## src/rtl/ppu_oam_dma_if.sv

```systemverilog
// Bus bundle for the sprite DMA engine: CPU write snoop, CPU-space memory read port and
// the PPU register interface. The DMA engine is the master; the surrounding system is the slave.
`timescale 1ns/1ps

interface ppu_oam_dma_if;
   logic [15:0] cpu_a_in;
   logic        cpu_r_nw_in;
   logic [7:0]  cpu_d_in;
   logic [7:0]  mem_d_in;
   logic        rdy_out;
   logic        dma_active_out;
   logic [15:0] dma_a_out;
   logic        dma_r_nw_out;
   logic [2:0]  ri_sel_out;
   logic        ri_ncs_out;
   logic        ri_r_nw_out;
   logic [7:0]  ri_d_out;

   modport master (
      input  cpu_a_in, cpu_r_nw_in, cpu_d_in, mem_d_in,
      output rdy_out, dma_active_out, dma_a_out, dma_r_nw_out,
      output ri_sel_out, ri_ncs_out, ri_r_nw_out, ri_d_out
   );

   modport slave (
      output cpu_a_in, cpu_r_nw_in, cpu_d_in, mem_d_in,
      input  rdy_out, dma_active_out, dma_a_out, dma_r_nw_out,
      input  ri_sel_out, ri_ncs_out, ri_r_nw_out, ri_d_out
   );
endinterface

```

## src/rtl/ppu_oam_dma.sv

```systemverilog
// Sprite OAM DMA engine. A CPU write of page P to DMA_REG_ADDR halts the CPU and copies
// P00-PFF into the PPU OAMDATA register, one READ/WRITE cycle pair per byte.
// Optional feature macro: OAM_DMA_ODD_ALIGN_EN (inserts a PAD cycle when the free-running
// parity bit is 1 during ALIGN).
`timescale 1ns/1ps

module ppu_oam_dma #(
   parameter logic [15:0] DMA_REG_ADDR = 16'h4014,
   parameter logic [2:0]  OAMDATA_SEL  = 3'h4
) (
   input logic            clk_in,
   input logic            nrst_in,
   ppu_oam_dma_if.master  bus_io
);

   typedef enum logic [2:0] {StIdle, StAlign, StPad, StRead, StWrite} state_e;

   state_e      state_q;
   logic        hit_q;
   logic [7:0]  page_q;
   logic [7:0]  cnt_q;
   logic        rdy_q;
   logic        active_q;
   logic [15:0] dma_a_q;
   logic [2:0]  ri_sel_q;
   logic        ri_ncs_q;
   logic        ri_r_nw_q;
   logic [7:0]  ri_d_q;
`ifdef OAM_DMA_ODD_ALIGN_EN
   logic        parity_q;
`endif

   logic hit;
   logic start;

   // A held write must not retrigger, so only the rising edge of a hit starts a run.
   assign hit   = (bus_io.cpu_a_in == DMA_REG_ADDR) && !bus_io.cpu_r_nw_in;
   assign start = hit && !hit_q;

   // Transfer sequencer with registered bus outputs.
   always_ff @(posedge clk_in or negedge nrst_in) begin
      if (!nrst_in) begin
         state_q   <= StIdle;
         hit_q     <= 1'b0;
         page_q    <= 8'h00;
         cnt_q     <= 8'h00;
         rdy_q     <= 1'b1;
         active_q  <= 1'b0;
         dma_a_q   <= 16'h0000;
         ri_sel_q  <= 3'h0;
         ri_ncs_q  <= 1'b1;
         ri_r_nw_q <= 1'b1;
         ri_d_q    <= 8'h00;
`ifdef OAM_DMA_ODD_ALIGN_EN
         parity_q  <= 1'b0;
`endif
      end else begin
         hit_q <= hit;
`ifdef OAM_DMA_ODD_ALIGN_EN
         parity_q <= ~parity_q;
`endif
         unique case (state_q)
            StIdle: begin
               if (start) begin
                  page_q  <= bus_io.cpu_d_in;
                  cnt_q   <= 8'h00;
                  rdy_q   <= 1'b0;
                  state_q <= StAlign;
               end
            end
            StAlign: begin
`ifdef OAM_DMA_ODD_ALIGN_EN
               if (parity_q) begin
                  state_q <= StPad;
               end else begin
                  active_q <= 1'b1;
                  dma_a_q  <= {page_q, cnt_q};
                  state_q  <= StRead;
               end
`else
               active_q <= 1'b1;
               dma_a_q  <= {page_q, cnt_q};
               state_q  <= StRead;
`endif
            end
            StPad: begin
               active_q <= 1'b1;
               dma_a_q  <= {page_q, cnt_q};
               state_q  <= StRead;
            end
            StRead: begin
               // Memory data for the address presented this cycle is settled by this edge.
               ri_d_q    <= bus_io.mem_d_in;
               ri_ncs_q  <= 1'b0;
               ri_sel_q  <= OAMDATA_SEL;
               ri_r_nw_q <= 1'b0;
               state_q   <= StWrite;
            end
            StWrite: begin
               ri_ncs_q  <= 1'b1;
               ri_r_nw_q <= 1'b1;
               if (cnt_q == 8'hFF) begin
                  rdy_q    <= 1'b1;
                  active_q <= 1'b0;
                  state_q  <= StIdle;
               end else begin
                  // 8-bit increment: the address never carries into the next page.
                  cnt_q   <= cnt_q + 8'd1;
                  dma_a_q <= {page_q, cnt_q + 8'd1};
                  state_q <= StRead;
               end
            end
            default: state_q <= StIdle;
         endcase
      end
   end

   assign bus_io.rdy_out        = rdy_q;
   assign bus_io.dma_active_out = active_q;
   assign bus_io.dma_a_out      = dma_a_q;
   assign bus_io.dma_r_nw_out   = 1'b1;
   assign bus_io.ri_sel_out     = ri_sel_q;
   assign bus_io.ri_ncs_out     = ri_ncs_q;
   assign bus_io.ri_r_nw_out    = ri_r_nw_q;
   assign bus_io.ri_d_out       = ri_d_q;

endmodule

```

## src/flat_wrapper.sv

```systemverilog
// flat-port wrapper written by rule: the top's interface ports become plain ports
module ppu_oam_dma_flat 
#(
   parameter logic [15:0] DMA_REG_ADDR = 16'h4014,
   parameter logic [2:0]  OAMDATA_SEL  = 3'h4
)
  (clk_in, nrst_in, bus_io_cpu_a_in, bus_io_cpu_r_nw_in, bus_io_cpu_d_in, bus_io_mem_d_in, bus_io_rdy_out, bus_io_dma_active_out, bus_io_dma_a_out, bus_io_dma_r_nw_out, bus_io_ri_sel_out, bus_io_ri_ncs_out, bus_io_ri_r_nw_out, bus_io_ri_d_out);
  ppu_oam_dma_if bus_io_i ();
  input logic clk_in;
  input logic nrst_in;
  input wire logic [$bits(bus_io_i.cpu_a_in)-1:0] bus_io_cpu_a_in;
  input wire logic [$bits(bus_io_i.cpu_r_nw_in)-1:0] bus_io_cpu_r_nw_in;
  input wire logic [$bits(bus_io_i.cpu_d_in)-1:0] bus_io_cpu_d_in;
  input wire logic [$bits(bus_io_i.mem_d_in)-1:0] bus_io_mem_d_in;
  output wire logic [$bits(bus_io_i.rdy_out)-1:0] bus_io_rdy_out;
  output wire logic [$bits(bus_io_i.dma_active_out)-1:0] bus_io_dma_active_out;
  output wire logic [$bits(bus_io_i.dma_a_out)-1:0] bus_io_dma_a_out;
  output wire logic [$bits(bus_io_i.dma_r_nw_out)-1:0] bus_io_dma_r_nw_out;
  output wire logic [$bits(bus_io_i.ri_sel_out)-1:0] bus_io_ri_sel_out;
  output wire logic [$bits(bus_io_i.ri_ncs_out)-1:0] bus_io_ri_ncs_out;
  output wire logic [$bits(bus_io_i.ri_r_nw_out)-1:0] bus_io_ri_r_nw_out;
  output wire logic [$bits(bus_io_i.ri_d_out)-1:0] bus_io_ri_d_out;
  assign bus_io_i.cpu_a_in = bus_io_cpu_a_in;
  assign bus_io_i.cpu_r_nw_in = bus_io_cpu_r_nw_in;
  assign bus_io_i.cpu_d_in = bus_io_cpu_d_in;
  assign bus_io_i.mem_d_in = bus_io_mem_d_in;
  assign bus_io_rdy_out = bus_io_i.rdy_out;
  assign bus_io_dma_active_out = bus_io_i.dma_active_out;
  assign bus_io_dma_a_out = bus_io_i.dma_a_out;
  assign bus_io_dma_r_nw_out = bus_io_i.dma_r_nw_out;
  assign bus_io_ri_sel_out = bus_io_i.ri_sel_out;
  assign bus_io_ri_ncs_out = bus_io_i.ri_ncs_out;
  assign bus_io_ri_r_nw_out = bus_io_i.ri_r_nw_out;
  assign bus_io_ri_d_out = bus_io_i.ri_d_out;
  ppu_oam_dma #(.DMA_REG_ADDR(DMA_REG_ADDR), .OAMDATA_SEL(OAMDATA_SEL)) u_core (.clk_in(clk_in), .nrst_in(nrst_in), .bus_io(bus_io_i));
endmodule
```

## config.mk

```make
export PLATFORM = sky130hd
export DESIGN_NAME = ppu_oam_dma_flat
export DESIGN_NICKNAME = d
export VERILOG_FILES = /design/src/rtl/ppu_oam_dma_if.sv /design/src/rtl/ppu_oam_dma.sv /design/src/flat_wrapper.sv
export SDC_FILE = /design/constraint.sdc
export NUM_CORES = 1
export LEC_CHECK = 0
export BUFFER_PORTS_ARGS = -buffer_cell sky130_fd_sc_hd__buf_2
export CORE_MARGIN = 2
export CORE_UTILIZATION = 56
export DETAILED_ROUTE_END_ITERATION = 8
export PLACE_DENSITY = 0.85
export SLEW_MARGIN = 30
export SYNTH_ARGS = -nofsm -noshare
export SYNTH_HDL_FRONTEND = slang
export SYNTH_SLANG_ARGS = --single-unit
```

## constraint.sdc

```tcl
create_clock -name clk_in -period 3.85 [get_ports clk_in]
set_input_delay 0.385 -clock clk_in [delete_from_list [all_inputs] [get_ports clk_in]]
set_output_delay 0.385 -clock clk_in [all_outputs]
set_load 0.05 [all_outputs]
```

== Word level (Yosys, flattened, before mapping) ==
Cells that the tools add are included.
Widths: inputs -> output; s select.

* Flip-flop bits (word level): 48
* Input port bits: 35
* Output and inout bits: 32
* Logic and storage cells: 48

* Add/subtract/negate cells: 1
* Equality and inequality tests: 9
* Muxes and demuxes: 14
* Reduce and logical (&&, ||, !) cells: 14

{| class="wikitable"
|+ Operator list
! cell !! number
|-
| $pmux 16 s2 || 1
|-
| $eq 16x15->1 const B || 1
|-
| $mux 16 || 1
|-
| $mux 8 || 2
|-
| $pmux 8 s2 || 1
|-
| $pmux 3 s4 || 1
|-
| $add 8x1->8 const B || 1
|-
| $eq 8x8->1 const B || 1
|-
| $eq 3x2->1 const B || 2
|-
| $pmux 1 s2 || 3
|-
| $reduce_and 2->1 || 3
|-
| $reduce_and 3->1 || 2
|-
| $reduce_bool 2->1 || 3
|-
| $ne 2x1->1 const B || 2
|-
| $eq 3x1->1 const B || 1
|-
| $eq 3x3->1 const B || 1
|-
| $logic_not 3->1 || 1
|-
| $mux 1 || 3
|-
| $mux 3 || 1
|-
| $logic_and 1x1->1 || 2
|-
| $logic_not 1->1 || 2
|-
| $mux 2 || 1
|-
| $ne 2x2->1 const B || 1
|-
| $reduce_or 2->1 || 1
|}

== Depth between registers and ports, before layout ==
Gate-level depths: netlist (run 1).

* Depth in word-level cells: 5
* Depth in mapped cells: 6
* Gate-level depth less buffers: 5

== Worst setup path after synthesis (run 1) ==
Ideal clock, no wire load.

* Kind: input to register
* Start: in bus_io_cpu_a_in[12]
* End: reg u_core.cnt_q[0]
* Library setup time: 128 ps
* Data arrival time: 1,659 ps
* Data required time: 3,722 ps
* Setup slack: 2,063 ps
* Stages: 4
* Buffers on the path: 0
* Path through: or3b_4 > or3_4 > o21ai_4 > mux2_1

* Cells in the longest elaborated chain, start to end: 5

{| class="wikitable"
|+ Ends and longest elaborated chain
! element !! RTL line !! RTL
|-
| start: declaration || flat_wrapper.sv:11 || <nowiki>input wire logic [$bits(bus_io_i.cpu_a_in)-1:0] bus_io_cpu_a_in;</nowiki>
|-
| $eq 16x15->1 || ppu_oam_dma.sv:37 || <nowiki>assign hit = (bus_io.cpu_a_in == DMA_REG_ADDR) && !bus_io.cpu_r_nw_in;</nowiki>
|-
| $logic_and 1x1->1 || ppu_oam_dma.sv:37 ||
|-
| $logic_and 1x1->1 || ppu_oam_dma.sv:38 || <nowiki>assign start = hit && !hit_q;</nowiki>
|-
| $ne 2x1->1 (no source line) || - ||
|-
| $reduce_and 3->1 (no source line) || - ||
|-
| end signal: assignment || ppu_oam_dma.sv:108 || <nowiki>cnt_q <= cnt_q + 8'd1;</nowiki>
|-
| end: declaration || ppu_oam_dma.sv:21 || <nowiki>logic [7:0] cnt_q;</nowiki>
|}

Every way passes these cells.
A chain may end at the register's enable or synchronous reset.

== Worst setup path in the final report (run 1) ==
* Start: reg u_core.state_q[2]
* End: reg u_core.page_q[1]

* Cells in the longest elaborated chain, start to end: 2

{| class="wikitable"
|+ Ends and longest elaborated chain
! element !! RTL line !! RTL
|-
| start: declaration || ppu_oam_dma.sv:18 || <nowiki>state_e state_q;</nowiki>
|-
| start signal: assignment || ppu_oam_dma.sv:43 || <nowiki>state_q <= StIdle;</nowiki>
|-
| start signal: assignment || ppu_oam_dma.sv:68 || <nowiki>state_q <= StAlign;</nowiki>
|-
| start signal: assignment || ppu_oam_dma.sv:83 || <nowiki>state_q <= StRead;</nowiki>
|-
| $logic_not 3->1 || ppu_oam_dma.sv:62 || <nowiki>unique case (state_q)</nowiki>
|-
| $reduce_and 2->1 (no source line) || - ||
|-
| end signal: assignment || ppu_oam_dma.sv:65 || <nowiki>page_q <= bus_io.cpu_d_in;</nowiki>
|-
| end: declaration || ppu_oam_dma.sv:20 || <nowiki>logic [7:0] page_q;</nowiki>
|}

Every way passes these cells.

==> results by group, run 1 <==
Outcome
  – Outcome: finished clean

Drt
  – Drt wl/cell: 13.9 µm
  – Via count: 1567
  – Via density: 5.33
  – Drt first pass iters: 4
  – DRT iter0 DRCs: 132
  – Drt drc: 0
  – Post-route ant nets: 0
  – Total Routed Length: 4080 µm

STA
  – Smallest hold slack: 0.0799 ns
  – Fin Clk Skew: 0.00704 ns
  – Slew Viols, Final: 0
  – Worst slew pin tran: 0.865 ns
  – Final worst setup slack: 1.79 ns
  – RSZ-0062 raised after global routing: no
  – Relative max-transition margin: 41.9%
  – TNS Setup: 0 ns
  – Max frequency: 485 MHz
  – Final Hold Vio Count: 0
  – Minimum clock period: 2.06 ns
  – Period utilization: 53.5%
  – Final setup vio count: 0

Flow run
  – Max-Cap Viols: 0

Critical path
  – Buf/Inv on CP: 0
  – R2R setup slack: 1.79 ns
  – Startpoint type of the worst setup path: flop
  – CP max-delay cell: nor4_4
  – Critical path class: flop to flop
  – Slowest cell delay on critical path: 0.66 ns
  – Crit-path max FO: 11
  – R2r worst-path depth: 3
  – R2r startpoint: u_core.state_q[2]
  – R2R Path End: u_core.page_q[1]
  – WP data arrival: 2.25 ns
  – CP endpoint kind: flop
  – Worst path top cell family by delay: simple AND/OR/NAND/NOR gates
  – Required @ worst endpoint: 4.04 ns
  – Cells along the critical path: or3_4 -> nor4_4 -> mux2_2
  – Critical path origin: u_core.state_q[2]

Synthesis
  – Avg Cell Area, Syn: 13.0 µm²
  – FF+latch count, synth: 48
  – Cell area after synthesis: 2360 µm²
  – Post-synthesis sequential area ratio: 51.1%
  – Most used DFF post-synth: dfrtp_1
  – Number of flops mapped to enable cells by yosys: 0
  – Synth top area share: 48.9%
  – Ys Warns: 0
  – Area leader, netlist: dfrtp_1
  – Top area cells in the synthesized netlist: dfrtp_1 49%, mux2_4 9.6%, mux2_2 7.6%
  – Post-synthesis cell type count: 46
  – Mapped Cells: 181
  – Async SR Flop Fraction: 100%

Global route
  – Global Route Usage Sum: 19.3%
  – Number of global-route vias before repair: 1508
  – First-pass GRT wire length: 6610 µm
  – Largest net degree at the start of global routing: 49
  – Initial antenna violation count: 0
  – Overflow after GRT: 0

Place
  – Cells after DPL: 286
  – IO buf count: 63
  – Routability Congestion: 0.787
  – Post-detail-place hpwl: 3020 µm
  – Worst slack, placed: 1.47 ns

Die
  – CORE AREA: 4030 µm²
  – Die height: 68.9 µm
  – Starting Density: 58.5%
  – Die W: 68.9 µm
  – DIE AREA: 4740 µm²
  – Ports: 67
  – Row count: 23

Cells and area
  – N_diodes: 0
  – Layout cells sized above 1: 50.4%
  – Area delta synth->final: 16.8%
  – Nets: 280
  – Post-Layout Cell Count: 294

Pwr
  – Pleak: 0.00132 µW
  – Power after layout: 2120 µW
  – Maximum vdd drop: 0.566 mV
  – PD cells: 771 nW/µm²

CTS
  – CTS buffer count: 5
  – Clk slew on worst S/H paths: 0.08 ns
  – Root Buffer: clkbuf_8
  – CTS tree: done
  – Hold_buf cts: 0
  – Clock H-tree levels: 2
  – CTS sink cnt: 48
  – Worst-Skew Late Latency: 0.30 ns
  – Post-CTS sizing: 0
  – CTS max path bufs: 2
  – Setup bufs post-CTS: 0

Hold path
  – Tightest Hold Check Type: primary input to asynchronous set/reset pin
## report_power, final
group,switching (µW),leakage (µW),total [µW],internal (µW)
combinational,645,0.000669,1010,370
clock,168,0.0000516,315,147
sequential,138,0.000600,793,655
## routing by layer
metal,track usage (%),share of wire (%)
met1,23.5,44
met2,32.3,50
met3,5.68,5.0
met4,7.35,1.5
met5,0,0
## through the flow
stage	utilization [%]	cell area, µm²
floorplan	-	2360
global placement	65.9	2650
detailed placement	65.9	2660
CTS	68.3	2750
global route	68.3	2750
finish	68.3	2750
## kinds of logic (layout without fill, tap and decap cells)
family / after synthesis / after routing / share of synthesized area (%)
other cells: 2 / 3 / 0.319
flops: 48 / 48 / 51.1
simple gates: 48 / 48 / 14.6
fa+ha+maj: 2 / 2 / 1.06
compound gates: 24 / 24 / 7.01
buf+inv: 16 / 78 / 4.89
mux: 33 / 33 / 18.1
xor+xnor: 8 / 8 / 2.97
## state kept, by name, indices dropped and copies added (netlist names)
| name | count |
|---|---|
| u_core.bus_io.dma_a_out | 16 |
| u_core.page_q | 8 |
| u_core.bus_io.dma_active_out | 1 |
| u_core.bus_io.ri_d_out | 8 |
| u_core.bus_io.rdy_out | 1 |
| u_core.bus_io.ri_ncs_out | 1 |
| u_core.state_q | 3 |
| u_core.bus_io.ri_sel_out | 1 |
| u_core.hit_q | 1 |
| u_core.cnt_q | 8 |
## placed cells by master (no fill, tap or decap), drive strengths merged, types with 4 or more instances in the layout
cell,count
a21oi,6
buf,63
clkbuf,6
dfrtp,46
inv,7
mux2,32
nand2,12
nand3,4
nor2,10
o21ai,9
xnor2,6
## cells in the mapped netlist, types with 2 or more instances
cell type  instances
o21ai_0            8
xor2_1             2
buf_6              2
nor2_1             8
mux2_4            15
and2_1             2
dfstp_2            2
and3_1             3
nor4b_2            2
or3b_4             2
mux2_2            16
nor2_4             2
nor3_1             2
or3_4              2
nand3_1            3
dfrtp_1           46
nand2_1           11
or2_2              2
ha_1               2
conb_1             2
a21oi_1            6
buf_4              4
inv_1              6
xnor2_1            6
a31oi_1            3
o22ai_1            2
## area by class of cell
cell class	instances	area (µm²)
Clock buffer	6	82.6
Clock inverter	2	13.8
Fill cell	296	1280
Inverter	7	31.3
Multi-Input combinational cell	118	1040
Sequential cell	48	1200
Tap cell	50	62.6
Timing Repair Buffer	63	318
## worst max path at each step
| stage | to | cells after the start |
|---|---|---|
| after floorplan | u_core.cnt_q[0] | 4 |
| after CTS | u_core.page_q[1] | 3 |
| after detailed placement | u_core.page_q[1] | 5 |
| after global routing | u_core.page_q[1] | 3 |
| final | u_core.page_q[1] | 3 |
| after global placement | u_core.page_q[1] | 5 |
Power figures use the tool's default switching activity.
==> run 2, diff against run 1 <==
--- a/config.mk
+++ b/config.mk
@@ -5,11 +5,12 @@
 export SDC_FILE = /design/constraint.sdc
 export NUM_CORES = 1
 export LEC_CHECK = 0
+export ABC_AREA = 1
 export BUFFER_PORTS_ARGS = -buffer_cell sky130_fd_sc_hd__buf_2
 export CORE_MARGIN = 2
-export CORE_UTILIZATION = 56
+export CORE_UTILIZATION = 46
 export DETAILED_ROUTE_END_ITERATION = 8
-export PLACE_DENSITY = 0.85
+export PLACE_DENSITY = 0.75
 export SLEW_MARGIN = 30
 export SYNTH_ARGS = -nofsm -noshare
 export SYNTH_HDL_FRONTEND = slang
==> constraint.sdc (replaced) <==
create_clock -name clk_in -period 1.8 [get_ports clk_in]
set_input_delay 0.18 -clock clk_in [delete_from_list [all_inputs] [get_ports clk_in]]
set_output_delay 0.18 -clock clk_in [all_outputs]
set_load 0.05 [all_outputs]
==> results by group, run 2 <==
Synthesis
  – Post-synth top cells: 104 x nand2_1, 46 x dfrtp_1, 24 x nand3_1 (was 46 x dfrtp_1, 16 x mux2_2, 15 x mux2_4)
  – Area leader, netlist: dfrtp_1 (unchanged)
  – Synth top area share: 52.0% (was 48.9%)
  – Most common cell in the synthesized netlist: nand2_1 (was dfrtp_1)
  – Post-synthesis cell type count: 30 (was 46)
  – Ys Warns: 0 (unchanged)
  – FF+latch count, synth: 48 (unchanged)
  – Mapped Cells: 259 (was 181)
  – Most used DFF post-synth: dfrtp_1 (unchanged)
  – Top area cells in the synthesized netlist: dfrtp_1 52%, nand2_1 18%, nand3_1 5.4% (was dfrtp_1 49%, mux2_4 9.6%, mux2_2 7.6%)
  – Cell area after synthesis: 2210 µm² (was 2360 µm²)
  – Async SR Flop Fraction: 100% (unchanged)
  – Avg Cell Area, Syn: 8.55 µm² (was 13.0 µm²)
  – Post-synthesis sequential area ratio: 54.4% (was 51.1%)
  – Number of flops mapped to enable cells by yosys: 0 (unchanged)

Global route
  – First-pass GRT wire length: 7200 µm (was 6610 µm)
  – Largest net degree at the start of global routing: 30 (was 49)
  – Number of global-route vias before repair: 1673 (was 1508)
  – Initial antenna violation count: 0 (unchanged)
  – Global Route Usage Sum: 17.4% (was 19.3%)
  – Overflow after GRT: 0 (unchanged)

Critical path
  – Crit-path max FO: 23 (was 11)
  – WP data arrival: 1.80 ns (was 2.25 ns)
  – Critical path class: flop to flop (unchanged)
  – Required @ worst endpoint: 1.99 ns (was 4.04 ns)
  – CP endpoint kind: flop (unchanged)
  – Startpoint type of the worst setup path: flop (unchanged)

Cells and area
  – Reg area: 1200 µm² (unchanged)
  – Fill cells: 437 (was 296)
  – N_diodes: 0 (unchanged)
  – Nets: 362 (was 280)
  – Max reg flops: 16 (unchanged)
  – Multi-input gate area: 857 µm² (was 1040 µm²)
  – Area delta synth->final: 21.8% (was 16.8%)
  – Highest-count cells in the layout ignoring fill and taps: 104 x nand2_1, 63 x buf_2, 46 x dfrtp_1, 24 x nand3_1, 21 x nor2_1 (was 62 x buf_2, 46 x dfrtp_1, 16 x mux2_2, 15 x mux2_4, 11 x nand2_1)
  – Commonest non-fill, non-tap cell in the layout: nand2_1 (was buf_2)
  – Post-Layout Cell Count: 380 (was 294)
  – Layout cells sized above 1: 27.6% (was 50.4%)

STA
  – Period utilization: 89.7% (was 53.5%)
  – RSZ-0062 raised after global routing: no (unchanged)
  – Final Hold Vio Count: 0 (unchanged)
  – Final setup vio count: 0 (unchanged)
  – Fin Clk Skew: 0.00546 ns (was 0.00704 ns)
  – TNS Setup: 0 ns (unchanged)
  – Minimum clock period: 1.62 ns (was 2.06 ns)
  – Smallest hold slack: 0.0674 ns (was 0.0799 ns)
  – Final worst setup slack: 0.185 ns (was 1.79 ns)
  – Max frequency: 619 MHz (was 485 MHz)
  – Slew Viols, Final: 0 (unchanged)

CTS
  – Root Buffer: clkbuf_8 (unchanged)
  – CTS tree: done (unchanged)
  – Setup bufs post-CTS: 0 (unchanged)
  – Clk slew on worst S/H paths: 0.09 ns (was 0.08 ns)
  – CTS buffer count: 5 (unchanged)
  – Clock H-tree levels: 2 (unchanged)
  – CTS sink cnt: 48 (unchanged)
  – CTS max path bufs: 2 (unchanged)
  – Worst-Skew Late Latency: 0.30 ns (about the same)

Die
  – Starting Density: 47.2% (was 58.5%)
  – CORE AREA: 4690 µm² (was 4030 µm²)
  – DIE AREA: 5390 µm² (was 4740 µm²)
  – Row count: 25 (was 23)
  – Die W: 73.4 µm (was 68.9 µm)
  – Die height: 73.4 µm (was 68.9 µm)
  – Ports: 67 (unchanged)

Pwr
  – Power after layout: 2130 µW (was 2120 µW)
  – Maximum vdd drop: 0.370 mV (was 0.566 mV)
  – PD cells: 790 nW/µm² (was 771 nW/µm²)
  – Pleak: 0.00146 µW (was 0.00132 µW)

Flow run
  – Max-Cap Viols: 0 (unchanged)

Place
  – Cells after DPL: 371 (was 286)
  – Routability Congestion: 0.901 (was 0.787)
  – IO buf count: 63 (unchanged)
  – Post-detail-place hpwl: 3280 µm (was 3020 µm)
  – Worst slack, placed: 0.184 ns (was 1.47 ns)

Drt
  – Drt first pass iters: 4 (unchanged)
  – Drt wl/cell: 11.9 µm (was 13.9 µm)
  – Total Routed Length: 4510 µm (was 4080 µm)
  – DRT iter0 DRCs: 166 (was 132)
  – Drt drc: 0 (unchanged)
  – Via density: 4.89 (was 5.33)
  – Via count: 1859 (was 1567)
  – Post-route ant nets: 0 (unchanged)

Outcome
  – Outcome: finished clean (unchanged)

Hold path
  – Tightest Hold Check Type: primary input to flop (was primary input to asynchronous set/reset pin)
==> run 2: cell types whose count changed in the layout (fill, tap and decap cells not counted), moves of 3 or more <==
cell     delta
inv_1       +5
a31oi_1     -3
xnor2_1     -6
nand3_1    +21
and3_1      -3
mux2_2     -16
o21a_1      +4
nand3_2     +3
mux2_4     -15
buf_4       +4
o21ai_0     -4
nand2_1    +93
nor2_1     +13
==> run 2: worst paths after layout <==
| check | startpoint | end | slack (ns) | depth (start not counted) |
|---|---|---|---|---|
| min in group asynchronous | nrst_in | u_core.page_q[6] | 0.37 | 2 |
| setup / recovery | u_core.cnt_q[1] | u_core.bus_io.dma_a_out[2] | 0.18 | 7 |
| hold reg to reg | u_core.bus_io.ri_d_out[7] | u_core.bus_io.ri_d_out[7] | 0.47 | 2 |
| setup reg to reg | u_core.cnt_q[1] | u_core.bus_io.dma_a_out[2] | 0.18 | 7 |
| max in group asynchronous | nrst_in | u_core.bus_io.ri_ncs_out | 0.85 | 3 |
| hold / removal | bus_io_cpu_d_in[5] | u_core.page_q[5] | 0.07 | 3 |
==> run 2: stage by stage <==
stage,utilization [%],area [µm²]
2_1_floorplan,-,2220
3_3_place_gp,54.4,2550
3_5_place_dp,54.4,2550
4_1_cts,57.5,2700
5_1_grt,57.5,2700
6_report,57.5,2700
==> run 2: metal layers <==
metal  track usage, %  wire (µm)  vias to the layer above
li1                 -          -                      936
met1             21.7       1990                      846
met2             29.9       2180                       70
met3             4.53        270                        7
met4             5.05         67                        0
met5                0          0                        -
==> run 2: worst max-delay path: stages (launching register included) <==
cell and delay [ns]:
dfrtp_1 0.41, ha_1 0.22, nand2_2 0.10, nor2_4 0.16, nand3_4 0.10, nand2_4 0.13, nand2_4 0.17, o21a_1 0.22
==> run 2: area by class of cell <==
type,instances,area share (%)
clock inverters,2,2.23
multi-input cells,186,31.8
inverters,14,1.95
flip-flops and latches,48,44.6
well taps,54,2.51
repair buffers,70,14.2
clock buffers,6,2.69
==> run 2: repair_timing <==
item | CTS | global route
gates resized for setup | 0 | 0
hold buffers | 1 | 0
hold endpoints to repair | 19 | 0
==> run 2: where the power goes <==
part | switching [µW] | internal (µW)
Sequential | 4.10 | 1090
Clock | 352 | 555
Combinational | 87.2 | 44.0
Total | 443 | 1690
==> run 2: cell families after synthesis <==
group / count (synthesis) / synth area share, %
and+or+nand+nor: 165 / 32.8
adders and majority gates: 2 / 1.13
xor gates and xnor gates: 1 / 0.396
DFF: 48 / 54.4
other: 2 / 0.339
buffers and inverters: 26 / 7.12
AOI/OAI and AO/OA: 15 / 3.84
==> run 3, diff against run 2 <==
--- a/config.mk
+++ b/config.mk
@@ -6,11 +6,11 @@
 export NUM_CORES = 1
 export LEC_CHECK = 0
 export ABC_AREA = 1
-export BUFFER_PORTS_ARGS = -buffer_cell sky130_fd_sc_hd__buf_2
+export BUFFER_PORTS_ARGS = -buffer_cell sky130_fd_sc_hd__clkbuf_2
 export CORE_MARGIN = 2
-export CORE_UTILIZATION = 46
+export CORE_UTILIZATION = 55
 export DETAILED_ROUTE_END_ITERATION = 8
-export PLACE_DENSITY = 0.75
+export PLACE_DENSITY = 0.85
 export SLEW_MARGIN = 30
 export SYNTH_ARGS = -nofsm -noshare
 export SYNTH_HDL_FRONTEND = slang
==> constraint.sdc (replaced) <==
create_clock -name clk_in -period 2.08 [get_ports clk_in]
set_input_delay 0.208 -clock clk_in [delete_from_list [all_inputs] [get_ports clk_in]]
set_output_delay 0.208 -clock clk_in [all_outputs]
set_load 0.05 [all_outputs]
==> results by group, run 3 (same netlist as run 2, synthesis figures left out) <==
Die
  – Ports: 67 (unchanged)
  – CORE AREA: 3940 µm² (was 4690 µm²)
  – Die W: 67.5 µm (was 73.4 µm)
  – Row count: 23 (was 25)
  – DIE AREA: 4550 µm² (was 5390 µm²)
  – Starting Density: 56.2% (was 47.2%)
  – Die height: 67.5 µm (was 73.4 µm)

Pwr
  – Pleak: 0.00144 µW (was 0.00146 µW)
  – Maximum vdd drop: 0.418 mV (was 0.370 mV)
  – PD cells: 620 nW/µm² (was 790 nW/µm²)

CTS
  – Clk slew on worst S/H paths: 0.09 ns (about the same)
  – CTS max path bufs: 2 (unchanged)
  – CTS buffer count: 5 (unchanged)
  – Post-CTS sizing: 0 (unchanged)
  – Root Buffer: clkbuf_8 (unchanged)
  – CTS sink cnt: 48 (unchanged)
  – Worst-Skew Late Latency: 0.30 ns (about the same)
  – Clock H-tree levels: 2 (unchanged)
  – CTS tree: done (unchanged)
  – Setup bufs post-CTS: 0 (unchanged)
  – Hold_buf cts: 1 (unchanged)

Cells and area
  – Post-Layout Cell Count: 375 (was 380)
  – Area delta synth->final: 19.0% (was 21.8%)
  – Commonest non-fill, non-tap cell in the layout: nand2_1 (unchanged)
  – Highest-count cells in the layout ignoring fill and taps: 104 x nand2_1, 63 x clkbuf_2, 46 x dfrtp_1, 24 x nand3_1, 21 x nor2_1 (was 104 x nand2_1, 63 x buf_2, 46 x dfrtp_1, 24 x nand3_1, 21 x nor2_1)
  – Fill cells: 313 (was 437)
  – N_diodes: 0 (unchanged)
  – Layout cells sized above 1: 27.7% (was 27.6%)
  – Nets: 361 (was 362)
  – Max reg flops: 16 (unchanged)

STA
  – Max frequency: 563 MHz (was 619 MHz)
  – Minimum clock period: 1.78 ns (was 1.62 ns)
  – Final setup vio count: 0 (unchanged)
  – TNS Setup: 0 ns (unchanged)
  – Period utilization: 85.5% (was 89.7%)
  – Final Hold Vio Count: 0 (unchanged)
  – Fin Clk Skew: 0.00434 ns (was 0.00546 ns)
  – RSZ-0062 raised after global routing: no (unchanged)
  – Relative max-transition margin: 59.7%
  – Slew Viols, Final: 0 (unchanged)
  – Worst slew pin tran: 0.604 ns

Place
  – Routability Congestion: 0.836 (was 0.901)
  – Cells after DPL: 366 (was 371)
  – IO buf count: 63 (unchanged)
  – Post-detail-place hpwl: 3380 µm (was 3280 µm)

Drt
  – Via count: 1844 (was 1859)
  – Total Routed Length: 4560 µm (was 4510 µm)
  – Post-route ant nets: 0 (unchanged)
  – DRT iter0 DRCs: 182 (was 166)
  – Drt wl/cell: 12.2 µm (was 11.9 µm)
  – Via density: 4.92 (was 4.89)
  – Drt drc: 0 (unchanged)
  – Drt first pass iters: 4 (unchanged)

Critical path
  – Critical path class: flop to flop (unchanged)
  – WP data arrival: 1.97 ns (was 1.80 ns)
  – Startpoint type of the worst setup path: flop (unchanged)
  – Crit-path max FO: 23 (unchanged)
  – Slowest cell delay on critical path: 0.42 ns (was 0.41 ns)
  – CP max-delay cell: dfrtp_1 (unchanged)
  – Cells along the critical path: ha_1 -> nand2_2 -> nor2_4 -> nand3_4 -> nand2_4 -> nand2_4 -> o21a_1 (unchanged)
  – CP endpoint kind: flop (unchanged)
  – Crit-path most repeated cell: nand2_4 (unchanged)
  – Required @ worst endpoint: 2.27 ns (was 1.99 ns)

Hold path
  – Tightest Hold Check Type: primary input to flop (unchanged)

Global route
  – Initial antenna violation count: 0 (unchanged)
  – Global Route Usage Sum: 22.4% (was 17.4%)
  – Largest net degree at the start of global routing: 25 (was 30)
  – First-pass GRT wire length: 7560 µm (was 7200 µm)
  – Number of global-route vias before repair: 1711 (was 1673)
  – Overflow after GRT: 0 (unchanged)

Flow run
  – Max-Cap Viols: 0 (unchanged)

Outcome
  – Outcome: finished clean (unchanged)
## run 3: final timing paths
check	depth (start not counted)	end	from	slack, ns
max in group asynchronous	3	u_core.bus_io.rdy_out	nrst_in	0.97
worst max register to register	7	u_core.bus_io.dma_a_out[1]	u_core.cnt_q[0]	0.30
worst min-delay path	3	u_core.page_q[0]	bus_io_cpu_d_in[0]	0.09
worst min register to register	2	u_core.bus_io.dma_a_out[13]	u_core.page_q[5]	0.48
min in group asynchronous	2	u_core.page_q[4]	nrst_in	0.44
worst max-delay path	7	u_core.bus_io.dma_a_out[1]	u_core.cnt_q[0]	0.30
## run 3: stage by stage
stage | cell area, µm² | util (%) | worst slack [ns] | power (µW) | hold WS, ns
after CTS | 2640 | 66.9 | 0.285 | 1650 | 0.0857
final | 2640 | 66.9 | 0.303 | 1640 | 0.0920
after global routing | 2640 | 66.9 | 0.140 | 1700 | 0.0978
after floorplan | 2220 | - | 0.618 | 1020 | -0.0876
after global placement | 2530 | 64.1 | 0.400 | 1070 | 0.230
after detailed placement | 2530 | 64.1 | 0.312 | 1080 | 0.245
## run 3: critical path, delay by kind of cell (launching register included)
kind	cells	cell delay (ns)
and+or+nand+nor	5	0.79
DFF	1	0.42
adders and majority gates	1	0.23
AOI/OAI and AO/OA	1	0.23
## run 3: area by class of cell
type / count / area [µm²] / share of cell area, %
clock buffer: 6 / 82.6 / 3.13
inverter: 14 / 52.6 / 1.99
sequential: 48 / 1200 / 45.7
clock inverter: 2 / 15.0 / 0.570
tap: 50 / 62.6 / 2.37
multi-input combinational: 186 / 857 / 32.5
timing repair buffer: 69 / 363 / 13.8
## run 3: power by group
| part | internal (µW) | switching (µW) | leakage, µW |
|---|---|---|---|
| clock network | 269 | 309 | 0.0000434 |
| logic | 36.6 | 75.9 | 0.000809 |
| registers | 940 | 4.37 | 0.000584 |
| total | 1250 | 389 | 0.00144 |
## run 3: metal layers
layer | part of all wire [%] | global-route usage (%) | vias up | wire length (µm)
met2 | 49 | 36.5 | 57 | 2230
met4 | 1.1 | 6.38 | 0 | 52
met3 | 5.8 | 6.33 | 5 | 265
met5 | 0 | 0 | - | 0
met1 | 44 | 29.2 | 842 | 2010
li1 | - | - | 940 | -
